## config.mk

```make
export PLATFORM = sky130hd
export DESIGN_NAME = nibble_serial_adder
export DESIGN_NICKNAME = d
export VERILOG_FILES = /design/src/rtl/nsa_pkg.sv /design/src/rtl/nibble_serial_adder_csa.sv /design/src/rtl/nibble_serial_adder.sv
export SDC_FILE = /design/constraint.sdc
export NUM_CORES = 1
export LEC_CHECK = 0
export BUFFER_PORTS_ARGS = -buffer_cell sky130_fd_sc_hd__buf_2
export CORE_MARGIN = 8
export CORE_UTILIZATION = 54
export DETAILED_ROUTE_END_ITERATION = 7
export GPL_ROUTABILITY_DRIVEN = 0
export HOLD_SLACK_MARGIN = 0.08
export PLACE_DENSITY = 0.84
export SETUP_SLACK_MARGIN = 0.3
export SLEW_MARGIN = 25
export SYNTH_ARGS = -nofsm -noshare
export SYNTH_HDL_FRONTEND = slang
export SYNTH_SLANG_ARGS = --single-unit
```

## constraint.sdc

```tcl
create_clock -name clk -period 2.67 [get_ports clk]
set_input_delay 0.4005 -clock clk [delete_from_list [all_inputs] [get_ports clk]]
set_output_delay 0.4005 -clock clk [all_outputs]
set_load 0.005 [all_outputs]
```

## src/rtl/nsa_pkg.sv

```systemverilog
// Shared types and helpers for the nibble-serial adder and its 4-bit carry-select slice.
// Build option: SIGNED_OVF_EN (see nibble_serial_adder.sv).
package nsa_pkg;

    typedef enum logic [1:0] {
        IDLE = 2'd0,
        RUN  = 2'd1,
        DONE = 2'd2
    } state_t;

    localparam int NIBBLE_W = 4;

    // Ceiling log2; returns 0 for n <= 1, so callers clamp to a minimum width of 1.
    function automatic int clog2(input int n);
        int r;
        r = 0;
        while ((1 << r) < n) begin
            r = r + 1;
        end
        return r;
    endfunction

endpackage

```

## src/rtl/nibble_serial_adder_csa.sv

```systemverilog
// 4-bit carry-select slice: both carry-in cases are summed in parallel and
// the incoming carry only drives the final select.
module csa
    import nsa_pkg::*;
(
    output logic                cout,
    output logic [NIBBLE_W-1:0] sum,
    input  logic                cin,
    input  logic [NIBBLE_W-1:0] a,
    input  logic [NIBBLE_W-1:0] b
);

    logic [NIBBLE_W:0] sum_c0;
    logic [NIBBLE_W:0] sum_c1;

    assign sum_c0 = {1'b0, a} + {1'b0, b};
    assign sum_c1 = {1'b0, a} + {1'b0, b} + {{NIBBLE_W{1'b0}}, 1'b1};

    assign {cout, sum} = cin ? sum_c1 : sum_c0;

endmodule

```

## src/rtl/nibble_serial_adder.sv

```systemverilog
// Multi-cycle W-bit adder that feeds one nibble per clock, LSB first, through a single csa slice.
// Build option: define SIGNED_OVF_EN to add the two's-complement overflow output ovf.
module nibble_serial_adder
    import nsa_pkg::*;
#(
    parameter int NIBBLES = 4
) (
    input  logic                    clk,
    input  logic                    rst_n,
    input  logic                    in_valid,
    output logic                    in_ready,
    input  logic [4*NIBBLES-1:0]    a,
    input  logic [4*NIBBLES-1:0]    b,
    input  logic                    cin,
    output logic                    out_valid,
    input  logic                    out_ready,
`ifdef SIGNED_OVF_EN
    output logic                    ovf,
`endif
    output logic [4*NIBBLES-1:0]    sum,
    output logic                    cout
);

    localparam int W     = NIBBLE_W * NIBBLES;
    localparam int CNT_W = (clog2(NIBBLES) < 1) ? 1 : clog2(NIBBLES);
    localparam logic [CNT_W-1:0] LAST_CNT = CNT_W'(NIBBLES - 1);

    state_t              state_reg, state_next;
    logic [W-1:0]        a_sh_reg, b_sh_reg, sum_reg;
    logic                carry_reg, cout_reg;
    logic [CNT_W-1:0]    cnt_reg;

    logic                nib_cout;
    logic [NIBBLE_W-1:0] nib_sum;
    logic [W-1:0]        sum_shift;

    csa u_csa (
        .cout (nib_cout),
        .sum  (nib_sum),
        .cin  (carry_reg),
        .a    (a_sh_reg[NIBBLE_W-1:0]),
        .b    (b_sh_reg[NIBBLE_W-1:0])
    );

    // Each new nibble enters at the top, so after NIBBLES shifts nibble 0 sits at the bottom.
    generate
        if (NIBBLES == 1) begin : g_single
            assign sum_shift = nib_sum;
        end else begin : g_multi
            assign sum_shift = {nib_sum, sum_reg[W-1:NIBBLE_W]};
        end
    endgenerate

    always_ff @(posedge clk or negedge rst_n) begin
        if (!rst_n) begin
            state_reg <= IDLE;
        end else begin
            state_reg <= state_next;
        end
    end

    always_comb begin
        state_next = state_reg;
        in_ready   = 1'b0;
        out_valid  = 1'b0;
        case (state_reg)
            IDLE: begin
                in_ready = 1'b1;
                if (in_valid) begin
                    state_next = RUN;
                end
            end
            RUN: begin
                if (cnt_reg == LAST_CNT) begin
                    state_next = DONE;
                end
            end
            DONE: begin
                out_valid = 1'b1;
                if (out_ready) begin
                    state_next = IDLE;
                end
            end
            default: state_next = IDLE;
        endcase
    end

    always_ff @(posedge clk or negedge rst_n) begin
        if (!rst_n) begin
            a_sh_reg  <= '0;
            b_sh_reg  <= '0;
            sum_reg   <= '0;
            carry_reg <= 1'b0;
            cout_reg  <= 1'b0;
            cnt_reg   <= '0;
        end else begin
            case (state_reg)
                IDLE: begin
                    if (in_valid) begin
                        a_sh_reg  <= a;
                        b_sh_reg  <= b;
                        carry_reg <= cin;
                        cnt_reg   <= '0;
                    end
                end
                RUN: begin
                    a_sh_reg  <= a_sh_reg >> NIBBLE_W;
                    b_sh_reg  <= b_sh_reg >> NIBBLE_W;
                    sum_reg   <= sum_shift;
                    carry_reg <= nib_cout;
                    cnt_reg   <= cnt_reg + 1'b1;
                    if (cnt_reg == LAST_CNT) begin
                        cout_reg <= nib_cout;
                    end
                end
                default: ;
            endcase
        end
    end

    assign sum  = sum_reg;
    assign cout = cout_reg;

`ifdef SIGNED_OVF_EN
    logic a_msb_reg, b_msb_reg;

    always_ff @(posedge clk or negedge rst_n) begin
        if (!rst_n) begin
            a_msb_reg <= 1'b0;
            b_msb_reg <= 1'b0;
        end else if (state_reg == IDLE && in_valid) begin
            a_msb_reg <= a[W-1];
            b_msb_reg <= b[W-1];
        end
    end

    // Gated by out_valid so the flag reads 0 whenever no result is presented.
    assign ovf = out_valid && (a_msb_reg == b_msb_reg) && (sum_reg[W-1] != a_msb_reg);
`endif

endmodule

```

# Word level (Yosys, flattened, before mapping)
# Cells that the tools add are included.
# classes
addsub,3
n_eq_ne,6
n_mux,15
n_reduce_logical,5
# ops
cell,n
one-hot mux 16 bit (2 select lines),2
two-way mux 16 bit,2
two-way mux 2 bit,4
inequality test 2 bit (second input constant),3
one-hot mux 2 bit (3 select lines),1
adder 4 x 4 -> 5 bit,1
adder 5 x 1 -> 5 bit (second input constant),1
two-way mux 5 bit,1
== test 2 bit (second input constant),2
one-hot mux 2 bit (2 select lines),1
AND reduction 2 bit,2
two-way mux 1 bit,3
AND reduction 3 bit,1
adder 2 x 1 -> 2 bit (second input constant),1
== test 2 x 1 -> 1 bit (second input constant),1
logical NOT 2 bit,1
one-hot mux 1 bit (2 select lines),1
nonzero test 2 bit,1
# word_totals
regBits,54
inputBits,37
output_inout_bits,19

# Longest topological paths before layout
# logic_depth
depth_word,4
ltp_mapped,10
depth_no_buf,10

# Cells and area by module
# Synthesis repeated with hierarchy kept, for this count alone.
# unflattened
hier_cells,256
area_unflattened_um2,2494.9
# modules_own_cells
mod,instances,cells_per_inst,area_each_um2,seq_area_each_um2
nibble_serial_adder,1,222,2245.9,1351.3
csa,1,34,249.0,0.0

# Worst setup path before layout
# OpenSTA, ideal clock, no wires.
# synth_path
kind,reg-to-reg
start,register a_sh_reg[0]
end,register carry_reg
setup_ns,0.092
arrival_ns,1.926
required_ns,2.578
path_slack_ns,0.652
stages_incl_launch_ff,11
n_path_buf,0
synth_period_minus_slack_ns,2.018
path_cell_list,dfrtp_1 -> ha_1 -> inv_1 -> fa_1 -> inv_1 -> ha_1 -> nand2_1 -> nor3_1 -> mux2i_1 -> xnor2_1 -> o31ai_2
# synth_between
elab_chain_len,4
# synth_lines
element,line_no,source
start: declaration,nibble_serial_adder.sv:29,"logic [W-1:0] a_sh_reg, b_sh_reg, sum_reg;"
start signal: assignment,nibble_serial_adder.sv:107,a_sh_reg <= a_sh_reg >> NIBBLE_W;
adder 4 x 4 -> 5 bit (*),"nibble_serial_adder_csa.sv:16, nibble_serial_adder_csa.sv:17",
adder 5 x 1 -> 5 bit,nibble_serial_adder_csa.sv:17,"assign sum_c1 = {1'b0, a} + {1'b0, b} + {{NIBBLE_W{1'b0}}, 1'b1};"
two-way mux 5 bit (*),nibble_serial_adder_csa.sv:19,"assign {cout, sum} = cin ? sum_c1 : sum_c0;"
one-hot mux 1 bit (2 select lines) (*),nibble_serial_adder.sv:97,case (state_reg)
end signal: assignment,nibble_serial_adder.sv:102,carry_reg <= cin;
end signal: assignment,nibble_serial_adder.sv:110,carry_reg <= nib_cout;
end: declaration,nibble_serial_adder.sv:30,"logic carry_reg, cout_reg;"
# Mark *: on every way between the ends. The rest lies on a longest branch, timed or not.
# A chain may end at the register's enable or synchronous reset.

# Final worst setup path
# layout_path
start,register b_sh_reg[0]
end,register carry_reg
# layout_between
elab_chain_len,4
# layout_lines
element,line_no,source
start: declaration,nibble_serial_adder.sv:29,
start signal: assignment,nibble_serial_adder.sv:108,b_sh_reg <= b_sh_reg >> NIBBLE_W;
adder 4 x 4 -> 5 bit (*),"nibble_serial_adder_csa.sv:16, nibble_serial_adder_csa.sv:17",
adder 5 x 1 -> 5 bit,nibble_serial_adder_csa.sv:17,
two-way mux 5 bit (*),nibble_serial_adder_csa.sv:19,
one-hot mux 1 bit (2 select lines) (*),nibble_serial_adder.sv:97,
# Marked as above.

==> metrics.log <==
INFO  metric run_status = finished clean
INFO  metric clkTransAtPathRegs = 0.09 ns
INFO  metric p_int = 2.21 mW
INFO  metric critPathSlowestCell = sky130_fd_sc_hd__fa_1
INFO  metric start_util = 56.5%
INFO  metric grt_max_degree = 55
INFO  metric clk-insertion-delay-late = 0.31 ns
INFO  metric htree_levels = 2
INFO  metric worstReg2RegEnd = carry_reg
INFO  metric top_level_ports = 56
INFO  metric max_rail_drop_vdd = 562 uV
INFO  metric mostFrequentLayoutCells = 55 x sky130_fd_sc_hd__buf_2, 54 x sky130_fd_sc_hd__dfrtp_1, 38 x sky130_fd_sc_hd__a21oi_1, 33 x sky130_fd_sc_hd__o21ai_0, 30 x sky130_fd_sc_hd__nor2b_1
INFO  metric initial_antenna_violation_count = 0
INFO  metric setup.worst_path.class = reg2reg
INFO  metric cts_num_sinks = 54
INFO  metric syn_to_final_growth = 16.9%
INFO  metric yosys_register_bits = 54
INFO  metric placed_cell_areas = 3030 um2
INFO  metric clk_root_buffer_cell = sky130_fd_sc_hd__clkbuf_8
INFO  metric sw_frac_of_total = 37.9%
INFO  metric layout.cells.most_common = sky130_fd_sc_hd__buf_2
INFO  metric synth.area.top_cells = sky130_fd_sc_hd__dfrtp_1 50%, sky130_fd_sc_hd__nor2b_1 7.4%, sky130_fd_sc_hd__a21oi_1 7.0%
INFO  metric grt_busiest_layer = met2
INFO  metric p_switching = 1.35 mW
INFO  metric p_total = 3.55 mW
INFO  metric cts_max_path_buffers = 2
INFO  metric power_frac_comb = 45.9%
INFO  metric mappedNetlistNets = 315
INFO  metric dieHeight = 86.7 um
INFO  metric reg2reg_setup_slack = 0.39 ns
INFO  metric syn-instance-count = 271
INFO  metric gr-usage-met3 = 4.91%
INFO  metric die_width = 86.7 um
INFO  metric timing.slew.headroom = 53.0%
INFO  metric grt-ovfl-total = 0
INFO  metric yosys_warnings = 0
INFO  metric floorplan.rows = 25
INFO  metric finalSetupViolCount = 0
INFO  metric timing.rr.start = b_sh_reg[0]
INFO  metric holdCritPathClass = in2async
INFO  metric cts_made_buffers = 5
INFO  metric fin_skew = 0.00758 ns
INFO  metric multiInputGateArea = 1250 um2
INFO  metric synthDominantCellAreaShare = 50.0%
INFO  metric critical_path_peak_fanout = 3
INFO  metric grt_first_pass_wirelength = 10600 um
INFO  metric cellLeakagePower = 1.43 nW
INFO  metric synth_sequential_area_ratio = 50.0%
INFO  metric worst-endpoint-required = 2.88 ns
INFO  metric critPathArrivalTime = 2.49 ns
INFO  metric max_freq = 439 MHz
INFO  metric mappedNetlistArea = 2700 um2
INFO  metric clkPwrFrac = 15.1%
INFO  metric placement.io_buffers = 55
INFO  metric dpl.hpwl = 4210 um
INFO  metric tns = 0 ns
INFO  metric die_area = 7520 um2
INFO  metric hold_viol_final = 0
INFO  metric antenna-diode-count = 0
INFO  metric worstPathBufferInverterCount = 2
INFO  metric fin_area = 3160 um2
INFO  metric num-fill-cells = 388
INFO  metric max_cap_violations = 0
INFO  metric totalWireLength = 6260 um
INFO  metric post_drt_wl_per_cell = 16.2 um
INFO  metric detailedRoute.firstIterationViolations = 214
INFO  metric final_util = 66.0%
INFO  metric global_route.usage.met1 = 21.7%
INFO  metric remaining_drc_errors = 0
INFO  metric vias_in_the_first_global_route = 2230
INFO  metric final_period_minus_worst_setup_slack = 2.28 ns
INFO  metric slew_violations = 0
INFO  metric cts_tree = yes
INFO  metric timing.reg2reg.worst_path_depth = 10
INFO  metric power_density = 1120 nW/um2
INFO  metric end_kind = flip-flop
INFO  metric dr_total_vias = 2224
INFO  metric critPathMaxStageDelay = 0.45 ns
INFO  metric gr-usage-met2 = 27.9%
INFO  metric critical_path_cell_by_cell = ha_2, inv_1, fa_1, inv_1, ha_2, nand2_2, nor3_2, mux2i_1, xnor2_1, o31ai_2
INFO  metric worstMarginPinSlew = 0.703 ns
INFO  metric fin_crit_sh = 85.4%
INFO  metric p_seq_share = 39.0%
INFO  metric vias_per_cell = 5.76
INFO  metric avgSynthCellArea = 9.97 um2
INFO  metric design.final.nets = 362
INFO  metric rsz0062_at_grt = false
INFO  metric critPathTopFamily = adder cells
INFO  metric first_pass_drt_iterations = 4
INFO  metric yosysUniqueCellTypes = 27
INFO  metric final_layout_size_suffix_gt1_share = 28.2%
INFO  metric yosys.area.top_type = sky130_fd_sc_hd__dfrtp_1
INFO  metric regArea = 1350 um2
INFO  metric coreArea = 4790 um2
INFO  metric cp-start-kind = flip-flop
INFO  metric detail-route-antenna-nets = 0
INFO  metric gr-usage-all-layers = 17.4%
[timing repair]
item	CTS	global route
setup endpoints to repair	0	2
setup buffers	0	1
hold buffers	0	0
resized for setup	0	5
[power by group through the flow]
stage	logic (mW)	clock network, mW	registers [mW]
floorplan	1.16	0	1.35
global placement	1.54	0	1.38
detailed placement	1.62	0	1.40
CTS	1.62	0.552	1.38
global route	1.82	0.579	1.44
finish	1.63	0.535	1.39
[worst reg2reg max path: stages, from the launching register on]
cell	delay, ns
sky130_fd_sc_hd__dfrtp_1	0.40
sky130_fd_sc_hd__ha_2	0.20
sky130_fd_sc_hd__inv_1	0.07
sky130_fd_sc_hd__fa_1	0.45
sky130_fd_sc_hd__inv_1	0.08
sky130_fd_sc_hd__ha_2	0.19
sky130_fd_sc_hd__nand2_2	0.08
sky130_fd_sc_hd__nor3_2	0.23
sky130_fd_sc_hd__mux2i_1	0.12
sky130_fd_sc_hd__xnor2_1	0.17
sky130_fd_sc_hd__o31ai_2	0.21
[routing by layer]
metal / share of wire (%) / wire (um)
met1: 43 / 2720
met2: 50 / 3110
met3: 5.1 / 321
met4: 1.7 / 108
met5: 0 / 0
[final cells by class]
class | instances | area share (%)
flip-flops and latches | 54 | 42.8
multi-input cells | 188 | 39.6
well taps | 67 | 2.65
repair buffers | 62 | 10.8
clock buffers | 7 | 2.41
clock inverters | 1 | 0.950
inverters | 7 | 0.831
[Yosys cell counts]
cell type and count:
sky130_fd_sc_hd__nor3_1 2, sky130_fd_sc_hd__nor2_1 8, sky130_fd_sc_hd__mux2i_1 2, sky130_fd_sc_hd__a2bb2oi_1 2
sky130_fd_sc_hd__a21o_2 1, sky130_fd_sc_hd__a21o_1 1, sky130_fd_sc_hd__buf_2 10, sky130_fd_sc_hd__fa_1 1
sky130_fd_sc_hd__o21ai_0 34, sky130_fd_sc_hd__a32oi_1 1, sky130_fd_sc_hd__mux2_2 13, sky130_fd_sc_hd__clkbuf_1 11
sky130_fd_sc_hd__ha_1 6, sky130_fd_sc_hd__a22oi_1 24, sky130_fd_sc_hd__nand3_1 1, sky130_fd_sc_hd__buf_1 1
sky130_fd_sc_hd__a21oi_1 38, sky130_fd_sc_hd__o21bai_1 1, sky130_fd_sc_hd__xor2_2 1, sky130_fd_sc_hd__inv_1 7
sky130_fd_sc_hd__nand2b_1 1, sky130_fd_sc_hd__xnor2_1 5, sky130_fd_sc_hd__dfrtp_1 54, sky130_fd_sc_hd__nor2b_1 32
sky130_fd_sc_hd__o31ai_2 1, sky130_fd_sc_hd__nand2_1 12, sky130_fd_sc_hd__a22o_1 1
[stage by stage]
stage | std cells | worst slack (ns) | hold WS [ns]
detailed placement | 377 | 0.406 | 0.492
CTS | 385 | 0.380 | 0.229
global route | 386 | 0.269 | 0.262
global placement | 377 | 0.596 | 0.464
floorplan | 271 | 0.652 | 0.105
finish | 386 | 0.390 | 0.205
[cells by family (layout without fill, tap and decap cells)]
logic type	Yosys count	after routing	share of synthesized area (%)
adder cells (fa/ha/maj)	7	7	3.52
flip-flops	54	54	50.0
multiplexers	15	15	6.16
AND/OR/NAND/NOR	56	56	11.0
XOR/XNOR	6	6	2.22
AO/OA/AOI/OAI	104	104	22.6
buffers and inverters	29	77	4.49
[worst max-delay path by stage]
stage / start / to / slack, ns / cells after the start
after floorplan: a_sh_reg[0] / carry_reg / 0.65 / 10
final: b_sh_reg[0] / carry_reg / 0.39 / 10
after global placement: a_sh_reg[0] / cout / 0.60 / 10
after global routing: a_sh_reg[0] / carry_reg / 0.27 / 10
after CTS: a_sh_reg[0] / carry_reg / 0.38 / 10
after detailed placement: a_sh_reg[0] / cout / 0.41 / 10
Note: power is estimated with default switching activity, not from simulation.
